<file path="config.mk">
export PLATFORM = sky130hd
export DESIGN_NAME = btn_cond
export DESIGN_NICKNAME = d
export VERILOG_FILES = /design/src/rtl/btn_cond_pkg.sv /design/src/rtl/btn_deb_bit.sv /design/src/rtl/btn_cond.sv
export SDC_FILE = /design/constraint.sdc
export NUM_CORES = 1
export LEC_CHECK = 0
export ABC_AREA = 0
export CORE_ASPECT_RATIO = 1.25
export CORE_MARGIN = 2
export CORE_UTILIZATION = 53
export DETAILED_ROUTE_END_ITERATION = 10
export HOLD_SLACK_MARGIN = 0.1
export PLACE_DENSITY = 0.79
export SLEW_MARGIN = 10
export SYNTH_ARGS = -nofsm -noshare
export SYNTH_HDL_FRONTEND = slang
export SYNTH_SLANG_ARGS = --single-unit
</file>
<file path="constraint.sdc">
create_clock -name clk -period 2.58 [get_ports clk]
set_input_delay 0.516 -clock clk [delete_from_list [all_inputs] [get_ports clk]]
set_output_delay 0.516 -clock clk [all_outputs]
set_load 0.01 [all_outputs]
</file>
<file path="src/rtl/btn_cond_pkg.sv">
// Shared constants and helpers for the button conditioning block.
// Sample-rate presets and the debounce action encoding live here.
package btn_cond_pkg;

  localparam int BTN_PRESC_SIM  = 1;
  localparam int BTN_PRESC_FPGA = 10000;
  localparam int BTN_STABLE_DEF = 4;

  // What a single bit's debounce counter does on a given cycle.
  typedef enum logic [1:0] {
    DEB_HOLD  = 2'd0,
    DEB_CLEAR = 2'd1,
    DEB_COUNT = 2'd2,
    DEB_FLIP  = 2'd3
  } deb_act_t;

  // Counter width for values 0..n-1, never narrower than one bit.
  function automatic int width_for(input int n);
    int w;
    w = $clog2(n);
    return (w < 1) ? 1 : w;
  endfunction

endpackage

</file>
<file path="src/rtl/btn_deb_bit.sv">
// One input bit: 2-FF synchroniser, tick-gated debounce counter,
// registered edge pulses and a CPU-clearable press latch.
module btn_deb_bit
  import btn_cond_pkg::*;
#(
  parameter int STABLE = BTN_STABLE_DEF
) (
  input  logic clk,
  input  logic reset,
  input  logic tick,
  input  logic btn_in,
  input  logic clr,
  output logic btn_out,
  output logic btn_rise,
  output logic btn_fall,
  output logic press_latch
);

  localparam int CW = width_for(STABLE);
  localparam logic [CW-1:0] CNT_LAST = CW'(STABLE - 1);

  logic          s1;
  logic          s2;
  logic          out_d;
  logic [CW-1:0] cnt;
  deb_act_t      act;

  // Any matching sample restarts the run, so a glitch cannot shorten it.
  always_comb begin
    act = DEB_HOLD;
    if (tick) begin
      if (s2 == btn_out) begin
        act = DEB_CLEAR;
      end else if (cnt == CNT_LAST) begin
        act = DEB_FLIP;
      end else begin
        act = DEB_COUNT;
      end
    end
  end

  always_ff @(posedge clk or negedge reset) begin
    if (!reset) begin
      s1          <= 1'b0;
      s2          <= 1'b0;
      cnt         <= '0;
      btn_out     <= 1'b0;
      out_d       <= 1'b0;
      btn_rise    <= 1'b0;
      btn_fall    <= 1'b0;
      press_latch <= 1'b0;
    end else begin
      s1 <= btn_in;
      s2 <= s1;
      case (act)
        DEB_CLEAR: cnt <= '0;
        DEB_COUNT: cnt <= cnt + CW'(1);
        DEB_FLIP: begin
          btn_out <= s2;
          cnt     <= '0;
        end
        default: ;
      endcase
      out_d    <= btn_out;
      btn_rise <= btn_out & ~out_d;
      btn_fall <= ~btn_out & out_d;
      // A rise landing together with clr still sets the latch.
      press_latch <= (press_latch & ~clr) | btn_rise;
    end
  end

endmodule

</file>
<file path="src/rtl/btn_cond.sv">
// Button/switch conditioning ahead of comp's PORTI/PORTJ: a shared
// sample prescaler feeding WIDTH independent debounce bits.
module btn_cond
  import btn_cond_pkg::*;
#(
  parameter int WIDTH  = 32,
  parameter int PRESC  = BTN_PRESC_FPGA,
  parameter int STABLE = BTN_STABLE_DEF
) (
  input  logic             clk,
  input  logic             reset,
  input  logic [WIDTH-1:0] btn_in,
  input  logic [WIDTH-1:0] clr,
  output logic [WIDTH-1:0] btn_out,
  output logic [WIDTH-1:0] btn_rise,
  output logic [WIDTH-1:0] btn_fall,
  output logic [WIDTH-1:0] press_latch,
  output logic             tick
);

  localparam int PW = width_for(PRESC);
  localparam logic [PW-1:0] PC_LAST = PW'(PRESC - 1);

  logic [PW-1:0] pc;
  logic [PW-1:0] pc_next;

  always_comb begin
    pc_next = (pc == PC_LAST) ? '0 : pc + PW'(1);
  end

  // tick is registered so it lines up with the cycle where pc == PRESC-1.
  always_ff @(posedge clk or negedge reset) begin
    if (!reset) begin
      pc   <= '0;
      tick <= 1'b0;
    end else begin
      pc   <= pc_next;
      tick <= (pc_next == PC_LAST);
    end
  end

  for (genvar g = 0; g < WIDTH; g++) begin : g_bit
    btn_deb_bit #(
      .STABLE(STABLE)
    ) u_bit (
      .clk         (clk),
      .reset       (reset),
      .tick        (tick),
      .btn_in      (btn_in[g]),
      .clr         (clr[g]),
      .btn_out     (btn_out[g]),
      .btn_rise    (btn_rise[g]),
      .btn_fall    (btn_fall[g]),
      .press_latch (press_latch[g])
    );
  end

endmodule

</file>
Word-level counts from Yosys, hierarchy flattened
Index checks and enable logic that the tools add are counted.

word-level totals
  flip-flop bits (word level) = 303
  logic and storage cells = 870
  bits of input ports = 66

cells by class
  reduce and logical (&&, ||, !) cells = 64
  $add $sub $neg = 33
  bitwise operators = 224
  eq/ne operators = 162
  multiplexer cells = 129

operators by type and width
  kind                                            count
  == test 2 bit (second input constant)           96
  two-way mux 2 bit                               64
  case mux 2 bit (2 select lines)                 32
  bitwise AND 1 bit                               96
  inverter 1 bit                                  96
  adder 2 x 1 -> 2 bit (second input constant)    32
  == test 2 x 1 -> 1 bit (second input constant)  32
  nonzero test 2 bit                              32
  OR reduction 2 bit                              32
  == test 1 bit                                   32
  two-way mux 1 bit                               32
  bitwise OR 1 bit                                32
  == test 14 bit (second input constant)          2
  adder 14 x 1 -> 14 bit (second input constant)  1
  two-way mux 14 bit                              1

Logic depth before layout (Yosys ltp)
Gate-level depths: netlist of the first run.

  depth after elaboration = 7
  depth in mapped cells = 7
  depth with buffers taken out = 6

By module
From an unflattened synthesis of the first run, not the netlist that was laid out.

second synthesis, totals
  cell total of the unflattened synthesis = 805
  area total of the unflattened synthesis = 10974.3 µm²

by module, submodules not included
  module       cells each  area each (µm²)  sequential area each (µm²)  instances
  btn_deb_bit  23          320.3            225.2                       32
  btn_cond     69          724.4            375.4                       1

Least setup slack after synthesis of the first run
No wires, ideal clock.

  path kind = register to register
  from = reg pc[0]
  to = reg tick
  cell stages (with the launch flop) = 8
  arrival time = 1.800 ns
  setup slack = 0.693 ns
  path buffers = 1
  clock period less this slack = 1.887 ns
  path through = dfrtp_1 -> ha_1 -> and4_1 -> buf_4 -> nand4_1 -> xor2_1 -> or4b_1 -> a211oi_2

on the way
  longest elaborated chain between the ends = 3
  elaborated cells on any way between the ends = 4
  classes of those cells = 1 x add/sub; 2 x eq/ne; 1 x mux

RTL lines
  item                                                      line            text
  from (decl)                                               btn_cond.sv:24  logic [PW-1:0] pc;
  from (signal assigned)                                    btn_cond.sv:37  pc <= pc_next;
  adder 14 x 1 -> 14 bit or == test 14 bit (tied branches)  btn_cond.sv:28  pc_next = (pc == PC_LAST) ? '0 : pc + PW'(1);
  two-way mux 14 bit (*)                                    btn_cond.sv:28
  == test 14 bit (*)                                        btn_cond.sv:38  tick <= (pc_next == PC_LAST);
  to (signal assigned)                                      btn_cond.sv:38
  to (decl)                                                 btn_cond.sv:18  output logic tick

Mark *: on every way between the ends. The rest lies on a longest branch, timed or not.
A chain may end at the register's enable or synchronous reset.

Worst setup path in the final report of the first run
  from = reg g_bit[31].u_bit.btn_out
  to = out btn_out[31]

RTL lines
  item                    line               text
  from (decl)             btn_deb_bit.sv:13  output logic btn_out,
  from (signal assigned)  btn_deb_bit.sv:47  btn_out <= 1'b0;
  from (signal assigned)  btn_deb_bit.sv:59  btn_out <= s2;
  to (decl)               btn_cond.sv:14     output logic [WIDTH-1:0] btn_out,

No word-level cell between the ends.

==> out/qor.csv, run 1 <==
metric;value;unit
status;finished, final reports clean;
die_y;172;um
drive_gt1_share;11.3;%
skew;0.00977;ns
worst_setup_path_start_kind;flop;
syn_area;12000;um2
cp.arrival;1.58;ns
synthCells;943;
initial_core_util;53.9;%
clock_sinks;303;
grt_usage;15.6;%
fmax;477;MHz
cp-startpoint;g_bit[31].u_bit.btn_out;
yosys_register_bits;303;
nFillCells;1655;
root_buffer;clkbuf_16;
critical_path.max_stage_delay;0.60;ns
crit_slowest_cell;clkdlybuf4s50_1;
tritoncts;yes;
tightestPinTransition;0.593;ns
fp.dieArea;23800;um2
power.density;649;nW/um2
final.min_clock_period;2.10;ns
worst_r2r_startpoint;pc[0];
crit_type;flop to output port;
grt_pass1_vias;6825;
reg2reg_slack;0.51;ns
crit_family;buffers and inverters;
placed_area;13400;um2
synth_warnings;0;
utilization;64.6;%
netlist-cell-type-count;29;
dr_total_vias;6565;
grt_max_degree;139;
drt_iter0_drc;391;
nets;1131;
globalplace.congestion;0.768;
pre_cts_ws;0.511;ns
max-cap-violations;0;
core-area;22200;um2
viasPerCell;4.91;
wire_per_inst;13.5;um
cts_hold_buf;1;
ios;195;
dp_hpwl;12300;um
min-delay-start;g_bit[5].u_bit.s1;
yosysSeqAreaShare;63.4;%
drc;0;
hp-class;flop to flop;
syn-num-nets;1042;
wirelength;18100;um
leakagePower;7.15;nW
fin_area;14400;um2
post_cts_resized;0;
cts_max_path_buffers;3;
grt_antenna_before_repair;0;
vdd_drop_max;0.515;mV
antenna_left;0;
cp_data_required_time;2.06;ns
syn2layout_area_growth;19.9;%
io_buffers;194;
n_antenna_cell;0;
synth_area_per_cell;12.7;um2
worstSkewPairLatency;0.54;ns
grt_overflow;0;
final-setup-viol-count;0;
cp-end-kind;output port;
min_period_over_period;81.3;%
post_cts_buffers;0;
grt_pass1_wl;31300;um
rsz0062_at_grt;no;
critPathMaxFanout;6;
clk_pin_slew;0.06;ns
finalWorstSetupSlack;0.483;ns
path_buf_inv;1;
relSlewSlack;60.5;%
dieWidth;138;um
cts_buffers;29;
drv_slew;0;
crit_chain;clkdlybuf4s50_1;
fin_setup_tns;0;ns
rows;61;
hold_viol;0;
h-tree-depth;1;
dr.pass1.iters;4;
placed cells by master, fill, tap and decap left out, types with 2 or more instances in the layout:
cell / count
xnor2_1: 37
ha_1: 33
mux2_2: 54
nand2_1: 60
clkinvlp_4: 3
xor2_1: 7
a21o_1: 32
inv_1: 75
nand3_1: 26
dfrtp_1: 302
nand4_1: 5
o32ai_1: 22
nor2_1: 18
clkbuf_16: 29
nor3_1: 24
buf_4: 5
inv_6: 2
o21ai_0: 21
bufinv_16: 2
clkinv_2: 6
and4_1: 4
buf_12: 5
clkbuf_8: 8
nor2b_1: 65
clkbuf_1: 3
clkdlybuf4s50_1: 193
nor4b_1: 3
sequential cells by signal, indices dropped and copies added, names as in the netlist:
name / cells
g_bit.u_bit.out_d: 32
tick: 1
g_bit.u_bit.press_latch: 32
g_bit.u_bit.s1: 32
pc: 14
g_bit.u_bit.btn_out: 32
g_bit.u_bit.btn_rise: 32
g_bit.u_bit.btn_fall: 32
g_bit.u_bit.s2: 32
g_bit.u_bit.cnt: 64
layout make-up:
cell class | count | area, um2 | area share (%)
Inverter | 75 | 282 | 1.96
Sequential cell | 303 | 7590 | 52.9
Clock inverter | 14 | 139 | 0.968
Timing Repair Buffer | 205 | 2090 | 14.6
Tap cell | 283 | 354 | 2.47
Multi-Input combinational cell | 418 | 3050 | 21.3
Clock buffer | 40 | 847 | 5.90
metrics by stage:
step	instances	total power (W)	hold slack, ns
6_report	1338	0.00932	0.345
5_1_grt	1338	0.00967	0.354
4_1_cts	1338	0.00944	0.346
3_5_place_dp	1283	0.00518	0.335
3_3_place_gp	1283	0.00517	0.332
2_1_floorplan	943	0.00495	0.220
cell usage after synthesis (all sizes together):
master / number / area share (%)
dfrtp: 303 / 63
buf: 136 / 8.4
inv: 75 / 2.4
nor2b: 65 / 3.4
nand2: 60 / 1.9
mux2: 54 / 5.1
xnor2: 37 / 2.7
ha: 33 / 3.5
a21o: 32 / 2.0
nand3: 26 / 1.1
nor3: 24 / 1.0
o32ai: 22 / 1.6
o21ai: 21 / 0.88
nor2: 18 / 0.56
clkbuf: 11 / 0.35
xor2: 7 / 0.51
nand4: 6 / 0.37
and4: 4 / 0.29
nor4b: 3 / 0.22
a211oi: 1 / 0.10
and2: 1 / 0.052
nor3b: 1 / 0.063
o311a: 1 / 0.084
or3: 1 / 0.052
or4b: 1 / 0.084
cells by family after synthesis:
logic type | Yosys count | synth area share, %
buf+inv | 222 | 11.1
mux | 54 | 5.08
compound gates | 77 | 4.68
simple gates | 210 | 9.06
flops | 303 | 63.4
xor+xnor | 44 | 3.22
fa+ha+maj | 33 | 3.45
power breakdown:
| part | internal (W) | leakage [nW] | switching, W | total (W) |
|---|---|---|---|---|
| sequential | 0.00480 | 4.07 | 0.0000232 | 0.00483 |
| clock | 0.00250 | 0.484 | 0.00173 | 0.00423 |
| combinational | 0.000128 | 2.59 | 0.000129 | 0.000256 |
metal layers:
layer / routed length, um / track usage (%) / part of all wire [%]
met2: 9510 / 28.7 / 52
met3: 1060 / 3.27 / 5.9
met1: 7130 / 18.4 / 39
met4: 414 / 5.10 / 2.3
met5: 0 / 0 / 0
path summary, 6_finish.rpt:
| kind | end | cells after the start |
|---|---|---|
| worst max-delay path | btn_out[31] | 1 |
| worst min-delay path | g_bit[5].u_bit.s2 | 0 |
| worst max register to register | tick | 6 |
| worst min register to register | g_bit[5].u_bit.s2 | 0 |
| max in group asynchronous | tick | 3 |
| min in group asynchronous | g_bit[4].u_bit.btn_fall | 2 |
Power figures use the tool's default switching activity.
==> run 2: changes to the inputs <==
clock period = 2.15 ns   (was 2.58 ns; I/O delays follow)
==> run 2 against run 1 <==
Compared with the run above:
- flip-flop and latch count is the same
- sequential share of layout area grew 0.15 points
- combinational power grew 18%
- clock power grew 17%
- wire length grew 0.84%
- critical path type unchanged
- cell count is the same
- sequential power grew 20%
- core utilization shrank 0.16 points
- die area is the same
- hold slack lost 0.020 ns
- largest power group unchanged
==> out/qor.csv, run 2 (synthesis gave the netlist of run 1 again) <==
metric;value;unit
grt_max_degree;139;
grt_pass1_vias;6714;
ios;195;
critPathMaxFanout;6;
final_common_cell;dfrtp_1;
relSlewSlack;63.5;%
layout_common_cells;dfrtp_1 (300), clkdlybuf4s50_1 (193), inv_1 (75);
worst_setup_path_start_kind;flop;
cp-end-kind;output port;
final-setup-viol-count;0;
cp_data_required_time;1.72;ns
leakagePower;7.13;nW
crit_type;flop to output port;
placed_area;13400;um2
power.density;770;nW/um2
path_buf_inv;1;
n_antenna_cell;0;
grt_usage;15.7;%
clk_pin_slew;0.06;ns
drv_slew;0;
status;finished, final reports clean;
tritoncts;yes;
die_y;172;um
wire_per_inst;13.7;um
fp.dieArea;23800;um2
tightestPinTransition;0.548;ns
skew;0.0186;ns
grt_overflow;0;
dr.pass1.iters;4;
crit_slowest_cell;clkdlybuf4s50_1;
grt_antenna_before_repair;0;
globalplace.congestion;0.752;
wirelength;18300;um
h-tree-depth;1;
min_period_over_period;94.6;%
cts_buffers;28;
cts_max_path_buffers;3;
nFillCells;1628;
initial_core_util;53.9;%
drive_gt1_share;11.0;%
core-area;22200;um2
antenna_left;0;
crit_family;buffers and inverters;
hp-class;primary input to flop;
cp.arrival;1.60;ns
drc;0;
max-cap-violations;0;
final.min_clock_period;2.03;ns
viasPerCell;4.89;
dr_total_vias;6538;
grt_pass1_wl;31400;um
fmax;492;MHz
utilization;64.5;%
crit_chain;clkdlybuf4s50_1;
fin_area;14300;um2
fin_setup_tns;0;ns
top_register;g_bit.u_bit.cnt;
rows;61;
worstSkewPairLatency;0.54;ns
pre_cts_ws;0.0840;ns
dieWidth;138;um
finalWorstSetupSlack;0.115;ns
critical_path.max_stage_delay;0.60;ns
dp_hpwl;12300;um
syn2layout_area_growth;19.6;%
largest_register_ffs;64;
vdd_drop_max;0.638;mV
nets;1132;
root_buffer;clkbuf_16;
hold_viol;0;
io_buffers;194;
drt_iter0_drc;410;
rsz0062_at_grt;no;
clock_sinks;303;
run 2: layout make-up:
type                       instances  area [um2]  area share [%]
clock buffer                      45         845            5.90
clock inverter                     7        98.8           0.690
inverter                          75         282            1.97
multi-input combinational        418        3050            21.3
sequential                       303        7590            53.0
tap                              283         354            2.47
timing repair buffer             207        2100            14.6
run 2: worst reg2reg max path, stage by stage (launching register included):
cell      delay, ns
dfrtp_2        0.41
ha_1           0.22
and4_2         0.31
nand4_1        0.12
xor2_1         0.18
or4b_1         0.52
a211oi_2       0.15
run 2: worst paths after layout:
kind | to | slack [ns] | cells past startpoint | from
max in group asynchronous | tick | 1.01 | 3 | reset
worst min-delay path | g_bit[14].u_bit.s1 | 0.32 | 1 | btn_in[14]
worst min register to register | g_bit[3].u_bit.s2 | 0.35 | 0 | g_bit[3].u_bit.s1
worst max-delay path | btn_out[31] | 0.12 | 1 | g_bit[31].u_bit.btn_out
worst max register to register | tick | 0.16 | 6 | pc[0]
min in group asynchronous | g_bit[4].u_bit.btn_rise | 0.41 | 2 | reset
run 2: where the power goes:
part	switching (W)	total (W)	internal [W]	leakage (nW)
Combinational	0.000153	0.000303	0.000150	2.60
Sequential	0.0000282	0.00579	0.00576	4.07
Clock	0.00201	0.00494	0.00293	0.460
Total	0.00219	0.0110	0.00884	7.13
run 2: per-stage QoR:
stage	cells	hold WS [ns]	total power, W
6_report	1338	0.325	0.0110
5_1_grt	1338	0.297	0.0115
4_1_cts	1338	0.298	0.0112
3_5_place_dp	1285	0.335	0.00621
3_3_place_gp	1285	0.331	0.00620
2_1_floorplan	943	0.134	0.00594
run 2: timing repair:
action                     in CTS  in global routing
setup endpoints to repair       0                  2
setup buffers                   0                  0
resized for setup               0                  3
hold endpoints to repair       56                  0
hold buffers                    1                  0
run 2: layer usage:
| layer | routed length (um) | track usage [%] | part of all wire (%) |
|---|---|---|---|
| met1 | 7430 | 19.3 | 41 |
| met2 | 9420 | 28.1 | 52 |
| met3 | 974 | 3.21 | 5.3 |
| met4 | 459 | 5.28 | 2.5 |
| met5 | 0 | 0 | 0 |
